==> config.mk <==
export PLATFORM = sky130hd
export DESIGN_NAME = step_sequencer_flat
export DESIGN_NICKNAME = d
export VERILOG_FILES = /design/src/rtl/step_sequencer_if.sv /design/src/rtl/step_sequencer.sv /design/src/flat_wrapper.sv
export SDC_FILE = /design/constraint.sdc
export NUM_CORES = 1
export LEC_CHECK = 0
export ABC_CLOCK_PERIOD_IN_PS = 3100
export CAP_MARGIN = 40
export CORE_AREA = 2 2 82 84
export CTS_CLUSTER_SIZE = 24
export DETAILED_ROUTE_END_ITERATION = 16
export DIE_AREA = 0 0 84 86
export HOLD_SLACK_MARGIN = 0.06
export PLACE_DENSITY = 0.63
export SYNTH_ARGS = -nofsm -noshare
export SYNTH_HDL_FRONTEND = slang
export SYNTH_SLANG_ARGS = --single-unit
==> constraint.sdc <==
create_clock -name clk -period 3.1 [get_ports clk]
set_clock_uncertainty 0.1 [all_clocks]
set_input_delay 0.62 -clock clk [delete_from_list [all_inputs] [get_ports clk]]
set_output_delay 0.62 -clock clk [all_outputs]
set_load 0.005 [all_outputs]
==> src/rtl/step_sequencer_if.sv <==
// -----------------------------------------------------------------------------
// step_sequencer_if
// Bundles the instruction-sequencer control bus: decoded-instruction and
// memory handshake inputs toward the sequencer, and the control strobes and
// status it produces.
//
// Parameters:
//   D              width of branch_target / target
// Signals (direction as seen by the sequencer, modport slave):
//   start          in   begin execution (used in IDLE only)
//   is_mem         in   decoded instruction needs data memory
//   is_branch      in   decoded instruction is a branch
//   branch_cond    in   ALU branch condition
//   is_halt        in   decoded halt instruction
//   branch_target  in   absolute branch destination [D-1:0]
//   mem_ack        in   data memory completion
//   ir_load        out  instruction-register load strobe
//   mem_req        out  data memory request (level)
//   reg_we         out  register-file write strobe
//   pc_step        out  one-cycle PC update strobe
//   branch_flag    out  with pc_step: load target instead of incrementing
//   target         out  registered jump destination [D-1:0]
//   state          out  current state encoding [2:0]
//   done           out  high in HALT
//   err            out  sticky memory-timeout flag
//   instr_count    out  retired-instruction counter [15:0]
// -----------------------------------------------------------------------------
interface step_sequencer_if #(
  parameter int D = 12
);
  logic         start;
  logic         is_mem;
  logic         is_branch;
  logic         branch_cond;
  logic         is_halt;
  logic [D-1:0] branch_target;
  logic         mem_ack;

  logic         ir_load;
  logic         mem_req;
  logic         reg_we;
  logic         pc_step;
  logic         branch_flag;
  logic [D-1:0] target;
  logic [2:0]   state;
  logic         done;
  logic         err;
  logic [15:0]  instr_count;

  // Side that drives decode/handshake inputs and consumes the strobes.
  modport master (
    output start, is_mem, is_branch, branch_cond, is_halt, branch_target, mem_ack,
    input  ir_load, mem_req, reg_we, pc_step, branch_flag, target, state,
           done, err, instr_count
  );

  // The sequencer itself.
  modport slave (
    input  start, is_mem, is_branch, branch_cond, is_halt, branch_target, mem_ack,
    output ir_load, mem_req, reg_we, pc_step, branch_flag, target, state,
           done, err, instr_count
  );
endinterface

==> src/rtl/step_sequencer.sv <==
// -----------------------------------------------------------------------------
// step_sequencer
// Multi-cycle instruction sequencer: IDLE -> FETCH -> DECODE -> EXEC ->
// [MEM] -> WB -> FETCH ..., with HALT as a terminal state left only by reset.
// Memory accesses wait for mem_ack up to MEM_TO cycles, after which the
// sticky err flag is set and the instruction retires anyway.
//
// Parameters:
//   D       program-counter / branch-target width
//   MEM_TO  maximum MEM cycles before timeout (1..255)
// Ports:
//   clk     clock, all state changes on the rising edge
//   reset   synchronous, active-high reset
//   bus     step_sequencer_if.slave (decode inputs, memory handshake,
//           control strobes and status)
// -----------------------------------------------------------------------------
module step_sequencer #(
  parameter int D      = 12,
  parameter int MEM_TO = 15
) (
  input  logic            clk,
  input  logic            reset,
  step_sequencer_if.slave bus
);

  typedef enum logic [2:0] {
    S_IDLE    = 3'd0,
    S_FETCH   = 3'd1,
    S_DECODE  = 3'd2,
    S_EXEC    = 3'd3,
    S_MEM     = 3'd4,
    S_WB      = 3'd5,
    S_HALT    = 3'd6,
    S_ILLEGAL = 3'd7
  } state_t;

  localparam logic [7:0]  MEM_TO_C  = 8'(MEM_TO);
  localparam logic [15:0] COUNT_MAX = 16'hFFFF;

  state_t       state_q, state_d;
  logic         mem_flag_q, mem_flag_d;   // DECODE saw a memory instruction
  logic         br_flag_q, br_flag_d;     // DECODE saw a branch
  logic         taken_q, taken_d;         // EXEC resolved the branch as taken
  logic         err_q, err_d;
  logic [D-1:0] target_q, target_d;
  logic [7:0]   mem_cnt_q, mem_cnt_d;     // MEM cycles already spent
  logic [15:0]  instr_count_q, instr_count_d;
  logic [7:0]   mem_cnt_inc;

  assign mem_cnt_inc = mem_cnt_q + 8'd1;

  always_ff @(posedge clk) begin
    if (reset) begin
      state_q       <= S_IDLE;
      mem_flag_q    <= 1'b0;
      br_flag_q     <= 1'b0;
      taken_q       <= 1'b0;
      err_q         <= 1'b0;
      target_q      <= '0;
      mem_cnt_q     <= '0;
      instr_count_q <= '0;
    end else begin
      state_q       <= state_d;
      mem_flag_q    <= mem_flag_d;
      br_flag_q     <= br_flag_d;
      taken_q       <= taken_d;
      err_q         <= err_d;
      target_q      <= target_d;
      mem_cnt_q     <= mem_cnt_d;
      instr_count_q <= instr_count_d;
    end
  end

  always_comb begin
    state_d       = state_q;
    mem_flag_d    = mem_flag_q;
    br_flag_d     = br_flag_q;
    taken_d       = taken_q;
    err_d         = err_q;
    target_d      = target_q;
    mem_cnt_d     = mem_cnt_q;
    instr_count_d = instr_count_q;

    case (state_q)
      S_IDLE: begin
        if (bus.start) state_d = S_FETCH;
      end

      S_FETCH: begin
        state_d = S_DECODE;
      end

      S_DECODE: begin
        mem_flag_d = bus.is_mem;
        br_flag_d  = bus.is_branch;
        if (bus.is_halt) state_d = S_HALT;
        else             state_d = S_EXEC;
      end

      S_EXEC: begin
        // Clearing here means the counter starts at zero on MEM entry.
        mem_cnt_d = '0;
        taken_d   = br_flag_q & bus.branch_cond;
        if (br_flag_q && bus.branch_cond) target_d = bus.branch_target;
        state_d = mem_flag_q ? S_MEM : S_WB;
      end

      S_MEM: begin
        mem_cnt_d = mem_cnt_inc;
        // An ack on the limit cycle wins over the timeout.
        if (bus.mem_ack) begin
          state_d = S_WB;
        end else if (mem_cnt_inc == MEM_TO_C) begin
          err_d   = 1'b1;
          state_d = S_WB;
        end
      end

      S_WB: begin
        if (instr_count_q != COUNT_MAX) instr_count_d = instr_count_q + 16'd1;
        state_d = S_FETCH;
      end

      S_HALT: begin
        state_d = S_HALT;
      end

      default: begin
        // Unreachable encoding: recover to IDLE.
        state_d = S_IDLE;
      end
    endcase
  end

  // Strobes are decoded from the registered state only, so each lasts one
  // cycle per visit to its state.
  assign bus.ir_load     = (state_q == S_FETCH);
  assign bus.mem_req     = (state_q == S_MEM);
  assign bus.reg_we      = (state_q == S_WB) & ~taken_q;
  assign bus.pc_step     = (state_q == S_WB);
  assign bus.branch_flag = (state_q == S_WB) & taken_q;
  assign bus.done        = (state_q == S_HALT);
  assign bus.target      = target_q;
  assign bus.state       = state_q;
  assign bus.err         = err_q;
  assign bus.instr_count = instr_count_q;

endmodule

==> src/flat_wrapper.sv <==
// flat-port wrapper written by rule: the top's interface ports become plain ports
module step_sequencer_flat 
#(
  parameter int D      = 12,
  parameter int MEM_TO = 15
)
  (clk, reset, bus_start, bus_is_mem, bus_is_branch, bus_branch_cond, bus_is_halt, bus_branch_target, bus_mem_ack, bus_ir_load, bus_mem_req, bus_reg_we, bus_pc_step, bus_branch_flag, bus_target, bus_state, bus_done, bus_err, bus_instr_count);
  step_sequencer_if #(.D(D)) bus_i ();
  input  logic clk;
  input  logic reset;
  input wire logic [$bits(bus_i.start)-1:0] bus_start;
  input wire logic [$bits(bus_i.is_mem)-1:0] bus_is_mem;
  input wire logic [$bits(bus_i.is_branch)-1:0] bus_is_branch;
  input wire logic [$bits(bus_i.branch_cond)-1:0] bus_branch_cond;
  input wire logic [$bits(bus_i.is_halt)-1:0] bus_is_halt;
  input wire logic [$bits(bus_i.branch_target)-1:0] bus_branch_target;
  input wire logic [$bits(bus_i.mem_ack)-1:0] bus_mem_ack;
  output wire logic [$bits(bus_i.ir_load)-1:0] bus_ir_load;
  output wire logic [$bits(bus_i.mem_req)-1:0] bus_mem_req;
  output wire logic [$bits(bus_i.reg_we)-1:0] bus_reg_we;
  output wire logic [$bits(bus_i.pc_step)-1:0] bus_pc_step;
  output wire logic [$bits(bus_i.branch_flag)-1:0] bus_branch_flag;
  output wire logic [$bits(bus_i.target)-1:0] bus_target;
  output wire logic [$bits(bus_i.state)-1:0] bus_state;
  output wire logic [$bits(bus_i.done)-1:0] bus_done;
  output wire logic [$bits(bus_i.err)-1:0] bus_err;
  output wire logic [$bits(bus_i.instr_count)-1:0] bus_instr_count;
  assign bus_i.start = bus_start;
  assign bus_i.is_mem = bus_is_mem;
  assign bus_i.is_branch = bus_is_branch;
  assign bus_i.branch_cond = bus_branch_cond;
  assign bus_i.is_halt = bus_is_halt;
  assign bus_i.branch_target = bus_branch_target;
  assign bus_i.mem_ack = bus_mem_ack;
  assign bus_ir_load = bus_i.ir_load;
  assign bus_mem_req = bus_i.mem_req;
  assign bus_reg_we = bus_i.reg_we;
  assign bus_pc_step = bus_i.pc_step;
  assign bus_branch_flag = bus_i.branch_flag;
  assign bus_target = bus_i.target;
  assign bus_state = bus_i.state;
  assign bus_done = bus_i.done;
  assign bus_err = bus_i.err;
  assign bus_instr_count = bus_i.instr_count;
  step_sequencer #(.D(D), .MEM_TO(MEM_TO)) u_core (.clk(clk), .reset(reset), .bus(bus_i));
endmodule
**After elaboration in Yosys (flattened, before gate mapping)**

Index checks and enable logic that the tools add are counted.

- Add/subtract/negate cells: 2
- Multiply operators: 0
- Divide/modulo/power cells: 0
- Shifts and indexed selects: 0
- Magnitude comparators: 0
- Reduce and logical (&&, ||, !) cells: 7
- Muxes and demuxes: 7
- Equal/unequal tests: 10
- Bitwise gates (word level): 5

Operators by type and width:

| cell | number |
|---|---|
| 3-bit case mux with 7 select lines | 1 |
| 16-bit by 1-bit adder with 16-bit output, second input constant | 1 |
| 16-bit inequality test, second input constant | 1 |
| 8-bit case mux with 2 select lines | 1 |
| 3-bit two-way mux | 4 |
| 3-bit equality test, second input constant | 3 |
| 8-bit by 1-bit adder with 8-bit output, second input constant | 1 |
| 8-bit by 4-bit equality test with 1-bit output, second input constant | 1 |
| 3-bit by 2-bit equality test with 1-bit output, second input constant | 2 |
| 2-bit AND reduction | 3 |
| 1-bit AND | 3 |
| 3-bit by 1-bit equality test with 1-bit output, second input constant | 1 |
| 3-bit zero test | 1 |
| 3-bit by 2-bit inequality test with 1-bit output, second input constant | 1 |
| 3-bit AND reduction | 1 |
| 2-bit inequality test, second input constant | 1 |
| 1-bit inverter | 2 |
| 2-bit nonzero test | 1 |
| 1-bit logical AND | 1 |
| 1-bit two-way mux | 1 |

- Output and inout bits: 38
- Memories kept: 0
- Register bits after elaboration: 43
- Bits in writable memories: 0
- Latch bits: 0
- Input port bits: 20
- ROM bits: 0

**Longest topological paths before layout**

- Word-level depth: 5
- Mapped depth: 6
- Gate-level depth less buffers: 5

**Worst setup path before layout**

Ideal clock, no wire load.

- Path kind: register to register
- Start point: register u_core.state_q[0] (netlist: u_core.bus.state[0])
- End point: register u_core.instr_count_q[11] (netlist: u_core.bus.instr_count[11])
- Stages on the path, launching flop included: 7
- Setup time: 0.121 ns
- Setup slack: 1.348 ns
- Buffers on the path: 1
- Arrival: 1.531 ns
- Path through: dfxtp_1 -> buf_4 -> nand3b_4 -> inv_2 -> nand3_2 -> nor4b_1 -> mux2_2

- Longest elaborated chain between the ends: 2

RTL lines:

| item | line | text |
|---|---|---|
| start: declaration | step_sequencer.sv:40 | `state_t state_q, state_d;` |
| start signal: assignment | step_sequencer.sv:63 | `state_q <= state_d;` |
| 3-bit equality test | - |  |
| net bus_pc_step | flat_wrapper.sv:21 | `output wire logic [$bits(bus_i.pc_step)-1:0] bus_pc_step;` |
| 2-bit AND reduction (no line) | - |  |
| end signal: assignment | step_sequencer.sv:70 | `instr_count_q <= instr_count_d;` |
| end: declaration | step_sequencer.sv:47 | `logic [15:0] instr_count_q, instr_count_d;` |

The timed path passes the listed nets, and every way through them passes these cells.
A chain may end at the register's enable or synchronous reset.

**Worst setup path after layout**

- Start point: register u_core.state_q[1] (netlist: u_core.bus.state[1])
- End point: output bus_mem_req

- Longest elaborated chain between the ends: 1

RTL lines:

| item | line | text |
|---|---|---|
| 3-bit equality test | step_sequencer.sv:138 | `assign bus.mem_req = (state_q == S_MEM);` |
| end: declaration | flat_wrapper.sv:19 | `output wire logic [$bits(bus_i.mem_req)-1:0] bus_mem_req;` |

No other way between the ends.

==> results.yml <==
run_status:
  status: "finished clean"
synthesis:
  synth_top_area_cell: "dfxtp_1"
  synth-adder-area-share_pct: 1.745
  synth_simple_gate_area_share_pct: 32.34
  synth-compound-area-share_pct: 17.34
  synth-main-ff-cell: "dfxtp_1"
  synth.yosys.warnings: 0
  muxShareOfSynthArea_pct: 3.025
  synth_top_family_by_area: "simple AND/OR/NAND/NOR gates"
  synthDistinctLibCells: 47
  synth_xor_area_share_pct: 1.222
  synth_commonest_cells: "a21oi_1 (43), dfxtp_1 (43), nand2_1 (37)"
  synth.cell_area_sq_um: 2151
  synthArstFlopShare_pct: 0
  ys_ff_latch: 43
  syn-instance-count: 257
  avgSynthCellArea_sq_um: 8.369
  yosysSeqAreaShare_pct: 40.02
  synth.top_cell.area_share_pct: 40.02
  synth_area_leaders: "dfxtp_1 (40%), a21oi_1 (10%), nand2_1 (6.5%)"
  synth_nets: 280
  synth_edf_count: 0
layout:
  seq_area_sq_um: 860.8
  final_util_pct: 45.60
  area_delta_synth_final_pct: 33.10
  fin_nets: 333
  diodes: 0
  fin_cells: 388
  fin_area_sq_um: 2863
  fillerInstances: 631
  multi_input_area_sq_um: 1197
  drive_above_1_share_pct: 8.360
placed_design:
  port_buffers: 57
  placed_cells_incl_taps: 380
  placed_area_sq_um: 2778
  dp_hpwl_um: 3653
  gp_congestion: 0.7593
routing:
  wl_per_cell_um: 13.52
  drc_errors: 0
  drt-initial-drc-count: 96
  ant_nets: 0
  drt-vias-per-instance: 5.198
  wl_um: 5247
  vias: 2017
  drt_first_pass_iters: 4
sta:
  hold_violations: 0
  fmax_mhz: 384.7
  rsz0062_at_grt: "false"
  finalSetupViolations: 0
  period_needed_ns: 2.600
  slew_headroom_pct: 64.47
  holdWs_ns: 0.3474
  drv_slew: 0
  tightest_slew_ns: 0.5313
  min_period_over_period_pct: 83.86
  tns_ns: 0
clocking:
  cts-resized-gates: 0
  cts_tree: "built"
  cts_max_path_buffers: 2
  root_buffer: "clkbuf_8"
  cts_num_sinks: 43
  cts_made_buffers: 5
  cts_max_level: 2
  post_cts.repair.setup_buffers: 0
  path_clk_slew_ns: 0.08
  worstSkewPairLatency_ns: 0.30
  holdBufCountCts: 0
grt:
  grt_first_pass_wirelength_um: 8666
  antenna_found_initial: 0
  grt.overflow.total: 0
  grt_max_degree: 50
  grt_pass1_vias: 1802
  gr-usage-all-layers_pct: 14.62
job:
  drv_cap: 0
critical_path:
  path_max_fanout: 7
  critical_path_class: "reg2out"
  cpMaxStageDelayCell: "clkdlybuf4s50_1"
  critPathMaxStageDelay_ns: 0.51
  crit_chain: "nor2b_1, nand2_1, inv_1, clkdlybuf4s50_1"
  arrival_ns: 1.88
  cp_data_required_time_ns: 2.38
  crit_path_end_kind: "output pin"
  start_kind: "flip-flop"
  reg2reg_setup_slack_ns: 1.11
floorplanning:
  ios: 58
  start_util_pct: 34.26
  die_x_um: 84
  dieArea_sq_um: 7224
  rows: 29
  die_height_um: 86
  core_sq_um: 6277
power:
  ir_drop_mv: 0.2184
  power.leakage_nw: 1.039
  powerDensity_nw_per_um2: 369.0
min_path:
  hp-class: "reg2reg"
-- placed cells by master (no fill, tap or decap), types with 2 or more instances in the layout --
cell type / synthesis / final
mux2_2: 4 / 4
mux2i_1: 2 / 2
clkbuf_8: 0 / 5
o21ai_0: 8 / 8
and4_1: 2 / 2
a21oi_1: 43 / 43
buf_4: 1 / 3
nand3_1: 7 / 7
nor2b_1: 6 / 6
nor4_1: 5 / 5
nor3_1: 5 / 5
nor4_4: 2 / 2
inv_1: 7 / 7
nand4_1: 4 / 4
clkdlybuf4s50_1: 0 / 57
nand2_1: 37 / 37
xor2_1: 3 / 3
nand2b_1: 5 / 5
nand4_4: 2 / 2
ha_1: 3 / 3
dfxtp_1: 43 / 43
and3_1: 6 / 6
nor2_1: 13 / 13
o31ai_1: 8 / 8
or4_1: 7 / 7
-- sequential cells by signal (all words and copies together) (netlist names) --
signal	flops
u_core.bus.instr_count	16
u_core.mem_cnt_q	8
u_core.bus.target	12
u_core.taken_q	1
u_core.br_flag_q	1
u_core.bus.state	3
u_core.bus.err	1
u_core.mem_flag_q	1
-- worst max-delay path, delay by kind of cell (launching register included) --
kind	cells	cell delay, ns
AND/OR/NAND/NOR	2	0.58
buffers and inverters	2	0.64
flip-flops	1	0.36
-- report_power, final --
part / switching [W] / total (W) / internal (W) / leakage, nW
Clock: 0.000193 / 0.000351 / 0.000158 / 0.0412
Combinational: 0.0000661 / 0.000131 / 0.0000647 / 0.651
Sequential: 0.0000134 / 0.000575 / 0.000561 / 0.347
Total: 0.000273 / 0.00106 / 0.000784 / 1.04
-- routing by layer --
layer | part of all wire, % | vias up | track usage [%]
met5 | 0 | - | 0
met1 | 48 | 926 | 19.52
met3 | 4.3 | 6 | 3.657
met2 | 46 | 51 | 23.49
met4 | 1.1 | 0 | 4.399
li1 | - | 1034 | -
-- final cells by class --
cell class / count / share of cell area, %
multi-input cells: 192 / 41.83
clock inverters: 2 / 0.4371
well taps: 77 / 3.365
clock buffers: 6 / 2.535
inverters: 8 / 1.049
repair buffers: 60 / 20.72
flip-flops and latches: 43 / 30.07
-- cells by family (layout without fill, tap and decap cells) --
group	count (synthesis)	after routing
AND/OR/NAND/NOR	114	114
XOR/XNOR	3	3
buffers and inverters	22	76
AO/OA/AOI/OAI	66	66
adder cells (fa/ha/maj)	3	3
multiplexers	6	6
flip-flops	43	43
-- path summary, 6_finish.rpt --
kind,start,to,cells past startpoint
max reg2reg,u_core.bus.state[0],u_core.bus.instr_count[11],5
min,u_core.bus.err,u_core.bus.err,2
min reg2reg,u_core.bus.err,u_core.bus.err,2
max,u_core.bus.state[1],bus_mem_req,4
-- through the flow --
stage	power (W)	setup slack [ns]
6_report	0.001056	0.5004
5_1_grt	0.001105	0.3605
4_1_cts	0.001069	0.4864
3_5_place_dp	0.0007187	0.8441
3_3_place_gp	0.0007178	0.8727
2_1_floorplan	0.0006567	1.348
No activity file was read; power rests on OpenSTA's default activity.
